**src/rtl/alu_ctrl_pkg.sv**
```systemverilog
`default_nettype none
// ============================================================================
// alu_ctrl_pkg : shared encodings for the ALU-control sequencer
// Rev 1.0
// ============================================================================
package alu_ctrl_pkg;

  localparam logic [2:0] OP_RTYPE = 3'b000;
  localparam logic [2:0] OP_SUB   = 3'b001;
  localparam logic [2:0] OP_SLT   = 3'b010;
  localparam logic [2:0] OP_ADD   = 3'b011;

  localparam logic [5:0] F_0   = 6'd0;
  localparam logic [5:0] F_1   = 6'd1;
  localparam logic [5:0] F_2   = 6'd2;
  localparam logic [5:0] F_3   = 6'd3;
  localparam logic [5:0] F_4   = 6'd4;
  localparam logic [5:0] F_5   = 6'd5;
  localparam logic [5:0] F_6   = 6'd6;
  localparam logic [5:0] F_7   = 6'd7;
  localparam logic [5:0] F_MUL = 6'd8;
  localparam logic [5:0] F_DIV = 6'd9;

  localparam logic [3:0] CNT_ADD     = 4'b0000;
  localparam logic [3:0] CNT_SUB     = 4'b0001;
  localparam logic [3:0] CNT_AND     = 4'b0010;
  localparam logic [3:0] CNT_OR      = 4'b0011;
  localparam logic [3:0] CNT_XOR     = 4'b0100;
  localparam logic [3:0] CNT_NOR     = 4'b0101;
  localparam logic [3:0] CNT_SLL     = 4'b0110;
  localparam logic [3:0] CNT_SLT     = 4'b0111;
  localparam logic [3:0] CNT_MUL     = 4'b1000;
  localparam logic [3:0] CNT_DIV     = 4'b1001;
  localparam logic [3:0] CNT_ILLEGAL = 4'b1111;

  typedef enum logic [1:0] {
    ST_IDLE = 2'd0,
    ST_OUT  = 2'd1,
    ST_BUSY = 2'd2
  } state_e;

endpackage
`default_nettype wire

```
**src/rtl/alu_ctrl_decode.sv**
```systemverilog
`default_nettype none
// ============================================================================
// alu_ctrl_decode : combinational {ALUOp, funct} -> {ALUCnt, multi, illegal}
// Rev 1.0
// ============================================================================
module alu_ctrl_decode
  import alu_ctrl_pkg::*;
#(
  parameter int ALUOP_W = 3,
  parameter int FUNCT_W = 6,
  parameter int CNT_W   = 4
) (
  input  logic [ALUOP_W-1:0] aluop,
  input  logic [FUNCT_W-1:0] funct,
  output logic [CNT_W-1:0]   alu_cnt,
  output logic               multi,
  output logic               illegal
);

  always_comb begin
    alu_cnt = CNT_W'(CNT_ILLEGAL);
    multi   = 1'b0;
    illegal = 1'b1;
    case (aluop)
      ALUOP_W'(OP_RTYPE): begin
        illegal = 1'b0;
        case (funct)
          FUNCT_W'(F_0):   alu_cnt = CNT_W'(CNT_ADD);
          FUNCT_W'(F_1):   alu_cnt = CNT_W'(CNT_SUB);
          FUNCT_W'(F_2):   alu_cnt = CNT_W'(CNT_NOR);
          FUNCT_W'(F_3):   alu_cnt = CNT_W'(CNT_SLL);
          FUNCT_W'(F_4):   alu_cnt = CNT_W'(CNT_SLT);
          FUNCT_W'(F_5):   alu_cnt = CNT_W'(CNT_OR);
          FUNCT_W'(F_6):   alu_cnt = CNT_W'(CNT_XOR);
          FUNCT_W'(F_7):   alu_cnt = CNT_W'(CNT_AND);
          FUNCT_W'(F_MUL): begin alu_cnt = CNT_W'(CNT_MUL); multi = 1'b1; end
          FUNCT_W'(F_DIV): begin alu_cnt = CNT_W'(CNT_DIV); multi = 1'b1; end
          default:         begin alu_cnt = CNT_W'(CNT_ILLEGAL); illegal = 1'b1; end
        endcase
      end
      ALUOP_W'(OP_SUB): begin alu_cnt = CNT_W'(CNT_SUB); illegal = 1'b0; end
      ALUOP_W'(OP_SLT): begin alu_cnt = CNT_W'(CNT_SLT); illegal = 1'b0; end
      ALUOP_W'(OP_ADD): begin alu_cnt = CNT_W'(CNT_ADD); illegal = 1'b0; end
      default: ;
    endcase
  end

endmodule
`default_nettype wire

```
**src/rtl/alu_ctrl_sequencer.sv**
```systemverilog
`default_nettype none
// ============================================================================
// alu_ctrl_sequencer : handshaked ALU-control stage with MUL/DIV hold timer.
// Optional sticky illegal-op trap under macro ALU_CTRL_TRAP_EN.  Rev 1.0
// ============================================================================
module alu_ctrl_sequencer
  import alu_ctrl_pkg::*;
#(
  parameter int ALUOP_W   = 3,
  parameter int FUNCT_W   = 6,
  parameter int CNT_W     = 4,
  parameter int MD_CYCLES = 8
) (
  input  logic               clk,
  input  logic               rst,
  input  logic               in_valid,
  output logic               in_ready,
  input  logic [ALUOP_W-1:0] ALUOp,
  input  logic [FUNCT_W-1:0] funct,
  output logic               out_valid,
  input  logic               out_ready,
  output logic [CNT_W-1:0]   ALUCnt,
  output logic               multi,
  output logic               illegal
);

  localparam logic [7:0] C_MD_LOAD = 8'(MD_CYCLES - 1);

  state_e           state_q, state_d;
  logic [7:0]       cnt_q, cnt_d;
  logic [CNT_W-1:0] alu_cnt_q, alu_cnt_d;
  logic             multi_q, multi_d;
  logic             illegal_q, illegal_d;
  logic             out_valid_q, out_valid_d;
  logic             trap_q;
  logic             w_accept;
  logic [CNT_W-1:0] w_dec_cnt;
  logic             w_dec_multi;
  logic             w_dec_illegal;

  alu_ctrl_decode #(
    .ALUOP_W (ALUOP_W),
    .FUNCT_W (FUNCT_W),
    .CNT_W   (CNT_W)
  ) u_decode (
    .aluop   (ALUOp),
    .funct   (funct),
    .alu_cnt (w_dec_cnt),
    .multi   (w_dec_multi),
    .illegal (w_dec_illegal)
  );

  // OUT forwards out_ready so a consumed result can be replaced in the same cycle.
  assign in_ready = ~rst & ~trap_q &
                    ((state_q == ST_IDLE) | ((state_q == ST_OUT) & out_ready));
  assign w_accept = in_valid & in_ready;

  always_comb begin
    state_d   = state_q;
    cnt_d     = cnt_q;
    alu_cnt_d = alu_cnt_q;
    multi_d   = multi_q;
    illegal_d = illegal_q;
    case (state_q)
      ST_IDLE: ;
      ST_BUSY: begin
        if (cnt_q == 8'd0) state_d = ST_OUT;
        else               cnt_d   = cnt_q - 8'd1;
      end
      ST_OUT:  if (out_ready && !w_accept) state_d = ST_IDLE;
      default: state_d = ST_IDLE;
    endcase
    if (w_accept) begin
      alu_cnt_d = w_dec_cnt;
      multi_d   = w_dec_multi;
      illegal_d = w_dec_illegal;
      cnt_d     = C_MD_LOAD;
      state_d   = w_dec_multi ? ST_BUSY : ST_OUT;
    end
    out_valid_d = (state_d == ST_OUT);
  end

  always_ff @(posedge clk or posedge rst) begin
    if (rst) begin
      state_q     <= ST_IDLE;
      cnt_q       <= 8'd0;
      alu_cnt_q   <= '0;
      multi_q     <= 1'b0;
      illegal_q   <= 1'b0;
      out_valid_q <= 1'b0;
    end else begin
      state_q     <= state_d;
      cnt_q       <= cnt_d;
      alu_cnt_q   <= alu_cnt_d;
      multi_q     <= multi_d;
      illegal_q   <= illegal_d;
      out_valid_q <= out_valid_d;
    end
  end

`ifdef ALU_CTRL_TRAP_EN
  logic trap_d;
  assign trap_d = trap_q | (w_accept & w_dec_illegal);
  always_ff @(posedge clk or posedge rst) begin
    if (rst) trap_q <= 1'b0;
    else     trap_q <= trap_d;
  end
`else
  assign trap_q = 1'b0;
`endif

  assign out_valid = out_valid_q;
  assign ALUCnt    = alu_cnt_q;
  assign multi     = multi_q;
  assign illegal   = illegal_q;

endmodule
`default_nettype wire

```
**config.mk**
```make
export PLATFORM = sky130hd
export DESIGN_NAME = alu_ctrl_sequencer
export DESIGN_NICKNAME = d
export VERILOG_FILES = /design/src/rtl/alu_ctrl_pkg.sv /design/src/rtl/alu_ctrl_decode.sv /design/src/rtl/alu_ctrl_sequencer.sv
export SDC_FILE = /design/constraint.sdc
export NUM_CORES = 1
export LEC_CHECK = 0
export ABC_CLOCK_PERIOD_IN_PS = 1650
export CAP_MARGIN = 20
export CORE_UTILIZATION = 45
export DETAILED_ROUTE_END_ITERATION = 12
export PLACE_DENSITY = 0.7
export SLEW_MARGIN = 25
export SYNTH_ARGS = -nofsm -noshare
export SYNTH_HDL_FRONTEND = slang
export SYNTH_SLANG_ARGS = --single-unit
```
**constraint.sdc**
```tcl
create_clock -name clk -period 1.65 [get_ports clk]
set_clock_uncertainty 0.05 [all_clocks]
set_input_delay 0.2475 -clock clk [delete_from_list [all_inputs] [get_ports clk]]
set_output_delay 0.2475 -clock clk [all_outputs]
set_load 0.03 [all_outputs]
```
; ---- Yosys cells after proc, flatten, opt, wreduce, memory -nomap -nowiden
; Cells that the tools add are included.
[word_totals]
reg_bits = 17
inputBits = 13
out_inout_bits = 8
elab_cells = 53
[op_classes]
add_sub_neg = 1
eq_ne = 16
mux = 14
n_bitwise = 5
reduce_logical = 11
[op_table]
columns = operator, n
row1 = $pmux 4 s10, 1
row2 = $eq 6x3->1 const B, 4
row3 = $mux 8, 3
row4 = $pmux 4 s4, 1
row5 = $eq 6x2->1 const B, 2
row6 = $eq 6x4->1 const B, 2
row7 = $reduce_or 10->1, 1
row8 = $logic_not 8->1, 1
row9 = $mux 2, 4
row10 = $sub 8x1->8 const B, 1
row11 = $eq 3x2->1 const B, 2
row12 = $eq 6x1->1 const B, 1
row13 = $logic_not 6->1, 1
row14 = $pmux 2 s3, 1
row15 = $eq 2x1->1 const B, 2
row16 = $and 1x1->1, 3
row17 = $eq 3x1->1 const B, 1
row18 = $logic_not 3->1, 1
row19 = $mux 1, 3
row20 = $reduce_or 3->1, 1
row21 = $eq 2x2->1 const B, 1
row22 = $logic_not 2->1, 1
row23 = $ne 2x2->1 const B, 1
row24 = $pmux 1 s2, 1
row25 = other kinds (7), 7

; ---- Logic depth before layout (Yosys ltp)
[logic_depth]
word_depth = 11
mapped_depth = 6

; ---- Hierarchy
; From an unflattened synthesis, not the netlist that was laid out.
[unflattened]
hier_cells = 97
area_unflattened_um2 = 984.7
[by_module_without_submodules]
columns = mod, instances, cells_each, area_per_inst_um2
row1 = alu_ctrl_sequencer, 1, 75, 849.6
row2 = alu_ctrl_decode, 1, 22, 135.1

; ---- Worst setup path after synthesis
; No wires, ideal clock.
[synth_path]
path_kind = reg2reg
from = register cnt_q[3]
to = register cnt_q[7]
setup_ns = 0.131
t_arrival_ns = 1.332
required_ns = 1.469
setup_slack_ns = 0.138
stages_incl_launch_ff = 5
path_buffers = 0
cell_sequence = dfrtp_1 > or3_4 > nor4_4 > mux2i_1 > nor2_1
[synth_via]
elab_chain_cells = 4
elab_cells_between_ends = 7
classes_between = add/sub (1) / eq/ne (1) / mux (3) / reduce/logical (2)
[synth_rtl]
columns = item, line
row1 = "start, declared", alu_ctrl_sequencer.sv:30  ; logic [7:0] cnt_q, cnt_d;
row2 = "start signal, assigned", alu_ctrl_sequencer.sv:93  ; cnt_q <= cnt_d;
row3 = $sub 8x1->8, alu_ctrl_sequencer.sv:68  ; else cnt_d = cnt_q - 8'd1;
row4 = $mux 8, alu_ctrl_sequencer.sv:67  ; if (cnt_q == 8'd0) state_d = ST_OUT;
row5 = $mux 8, alu_ctrl_sequencer.sv:64  ; case (state_q)
row6 = $mux 8, alu_ctrl_sequencer.sv:73  ; if (w_accept) begin
; Several ways; a longest one is shown, not always the timed one. The select of a mux whose other input is x is not followed.
; A chain may end at the register's enable or synchronous reset.

; ---- Worst setup path in the final report
[layout_path]
from = register illegal_q (netlist: illegal)
to = output illegal
[layout_lines]
columns = item, line
row1 = "start, declared", alu_ctrl_sequencer.sv:33  ; logic illegal_q, illegal_d;
row2 = "start signal, assigned", alu_ctrl_sequencer.sv:96  ; illegal_q <= illegal_d;
row3 = "end, declared", alu_ctrl_sequencer.sv:24  ; output logic illegal
; No word-level cell between the ends.

==> impl_metrics.csv <==
group,metric,value,unit
power,p_leak,0.599,nW
sta,min_period,1.61,ns
critical_path,cp-end-kind,"output port",
worst_hold_path,hp-class,"in -> async",
place,gp_congestion,0.849,
sta,worstMarginPinSlew,0.356,ns
place,io_buffers,20,
detailed_routing,totalWireLength,2.07,mm
power,powerDensity,687,nW/um^2
die,start_util,47.7,%
synth,synth_edf_count,0,
synth,synth_top_area_share,45.5,%
cells_and_area,final_cell_area,1300,sq um
synth,ys_seq_elements,17,
clock_network,cts_tree,"yes",
place,hpwlAfterDp,1.61,mm
power,p_int,636,uW
critical_path,cp.arrival,1.32,ns
critical_path,worstRegToRegCells,5,
sta,layout_setup_ws,0.0351,ns
cells_and_area,finalNonFillerCells,159,
cells_and_area,fin_util,66.1,%
die,rows,16,
power,switchingPower,255,uW
clock_network,cts_root_buf,"clkbuf_4",
clock_network,clk_path_buf_depth,2,
critical_path,r2r_start,"cnt_q[3]$_DFFE_PP0P_",
synth,yosys.area.top_type,"dfrtp_1",
critical_path,startpoint_type,"flop",
critical_path,worstPathRequired,1.35,ns
job,drv_cap,0,
place,place_area,1230,sq um
cells_and_area,fillerInstances,176,
global_route,grt_max_degree,18,
detailed_routing,vias,854,
die,boundaryPins,21,
synth,syn_area,936,sq um
synth,syn-num-nets,112,
critical_path,path_buf_inv,1,
die,core_area,1960,sq um
sta,fmax,619,MHz
clock_network,cts_inserted_buffers,3,
synth,netlist_top_cells_area,"dfrtp_1 (45%), mux2i_1 (5.3%), nand2_1 (4.8%)",
synth,avgSynthCellArea,9.55,sq um
critical_path,cp_slowest_cell,"clkdlybuf4s50_1",
cells_and_area,layout-drive-gt1-share,16.7,%
detailed_routing,dr.pass1.iters,4,
sta,relSlewSlack,76.0,%
synth,ys.flop_type,"dfrtp_1",
detailed_routing,wire_per_inst,13.0,um
global_route,gr-total-overflow,0,
synth,synth_most_common_cell,"dfrtp_1",
sta,fin_crit_sh,97.9,%
critical_path,cpPeakStageDelay,0.67,ns
die,die_h,47.6,um
power,p_seq_share,51.3,%
critical_path,crit_type,"reg -> out",
critical_path,crit_chain,"clkdlybuf4s50_1",
critical_path,cp_max_fo,2,
power,finalPower,891,uW
synth,synthArstFlopShare,100,%
synth,synthTopCellsByCount,"dfrtp_1 (17), nand2_1 (12), nor2_1 (12), mux2i_1 (5), o21ai_0 (5)",
cells_and_area,num_antenna_cells,0,
sta,fin_setup_tns,0,ns
run_status,status,"complete, no violations",
clock_network,insertion_delay,0.28,ns
place,dp.cells,153,
synth,synth_warnings,0,
global_route,grt_pass1_vias,756,
sta,setup_viol,0,
detailed_routing,drt_iter0_markers,6,
global_route,antenna_found_initial,0,
cells_and_area,nNetsFinal,147,
global_route,grt.total_usage,20.5,%
detailed_routing,drc_errors,0,
power,power_frac_clock,24.3,%
die,die_w,47.6,um
detailed_routing,viasPerCell,5.37,
sta,hold_violations,0,
clock_network,h-tree-depth,1,
synth,syn_inst,98,
global_route,grt_pass1_wl,3.23,mm
detailed_routing,ant_nets,0,
clock_network,clkSinkCount,17,
synth,yosysSeqAreaShare,45.5,%
power,pwr-share-comb,24.4,%
die,die_area,2270,sq um
power,ir_drop,619,uV
sta,timing.hold.ws,0.271,ns
critical_path,crit_family,"buffers and inverters",
critical_path,r2r_setup_slack,0.08,ns
clock_network,clk_pin_slew_worst_paths,0.09,ns
power,p_sw_share,28.6,%
critical_path,reg2reg_to,"cnt_q[1]$_DFFE_PP0P_",
place,dp_slack,-0.0232,ns
cells_and_area,area_delta_synth_final,38.5,%
sta,maxSlewViolCount,0,
synth,synth_cell_types,32,
power by group through the flow:
| stage | clock network, mW | logic, mW | registers, mW |
|---|---|---|---|
| 2_1_floorplan | 0 | 0.0619 | 0.511 |
| 3_3_place_gp | 0 | 0.218 | 0.465 |
| 3_5_place_dp | 0 | 0.221 | 0.465 |
| 4_1_cts | 0.224 | 0.222 | 0.457 |
| 5_1_grt | 0.244 | 0.236 | 0.460 |
| 6_report | 0.216 | 0.218 | 0.457 |
logic make-up after synthesis:
kind of cell             after synthesis  share of synthesized area (%)
buffers and inverters                  5                           2.00
XOR/XNOR                               1                          0.936
AND/OR/NAND/NOR                       45                           26.7
multiplexers                           5                           5.35
flip-flops                            17                           45.5
adder cells (fa/ha/maj)                1                           1.34
AO/OA/AOI/OAI                         24                           18.2
cells in the final DEF, fill, tap and decap left out, types with 2 or more instances in the layout:
| master | synthesis | layout |
|---|---|---|
| nor2_1 | 12 | 12 |
| nor3_1 | 2 | 2 |
| o31ai_1 | 2 | 2 |
| o21ai_0 | 5 | 5 |
| or3_4 | 1 | 2 |
| nand3_1 | 3 | 3 |
| nor4_4 | 1 | 2 |
| o22a_1 | 4 | 4 |
| inv_1 | 4 | 4 |
| dfrtp_1 | 17 | 17 |
| mux2i_1 | 5 | 5 |
| nand2_1 | 12 | 12 |
| a211oi_1 | 3 | 3 |
| and3_1 | 3 | 3 |
| nand2b_1 | 4 | 4 |
| buf_4 | 0 | 12 |
| clkbuf_4 | 0 | 3 |
| dlymetal6s2s_1 | 0 | 4 |
| clkdlybuf4s50_1 | 0 | 15 |
| a21oi_1 | 4 | 4 |
flip-flops by register name (all words and copies together), names as in the netlist:
register,cells
out_valid,1
cnt_q,8
state_q,2
multi,1
illegal,1
ALUCnt,4
final cells by class:
class                           count  area [sq um]  area share [%]
Multi-Input combinational cell     76           505            39.0
Tap cell                           27          33.8            2.61
Sequential cell                    17           425            32.8
Clock buffer                        4          26.3            2.03
Timing Repair Buffer               31           290            22.4
Inverter                            4          15.0            1.16
layer usage:
| metal | GRT usage [%] | wire, um | up-vias |
|---|---|---|---|
| li1 | - | - | 430 |
| met4 | 8.33 | 15 | 0 |
| met5 | 0 | 0 | - |
| met1 | 28.7 | 1060 | 407 |
| met3 | 4.53 | 59 | 2 |
| met2 | 30.7 | 941 | 15 |
how the worst max path moves through the flow:
stage                               start                   end  slack (ns)  cells after the start
floorplan            cnt_q[3]$_DFFE_PP0P_  cnt_q[7]$_DFFE_PP0P_        0.14                      4
global placement                 ALUOp[1]  state_q[0]$_DFF_PP0_        0.03                      4
detailed placement               ALUOp[1]   out_valid$_DFF_PP0_       -0.02                      4
CTS                 ALUCnt[0]$_DFFE_PP0P_             ALUCnt[0]        0.01                      1
global route         cnt_q[3]$_DFFE_PP0P_  cnt_q[0]$_DFFE_PP0P_       -0.04                      5
finish                illegal$_DFFE_PP0P_               illegal        0.04                      1
what timing repair did:
item / 4_1_cts / 5_1_grt
buffers inserted: 0 / 2
gates resized for setup: 0 / 6
hold buffers: 0 / 0
setup endpoints to repair: 0 / 5
hold endpoints to repair: 0 / 0
No activity file was read; power rests on OpenSTA's default activity.
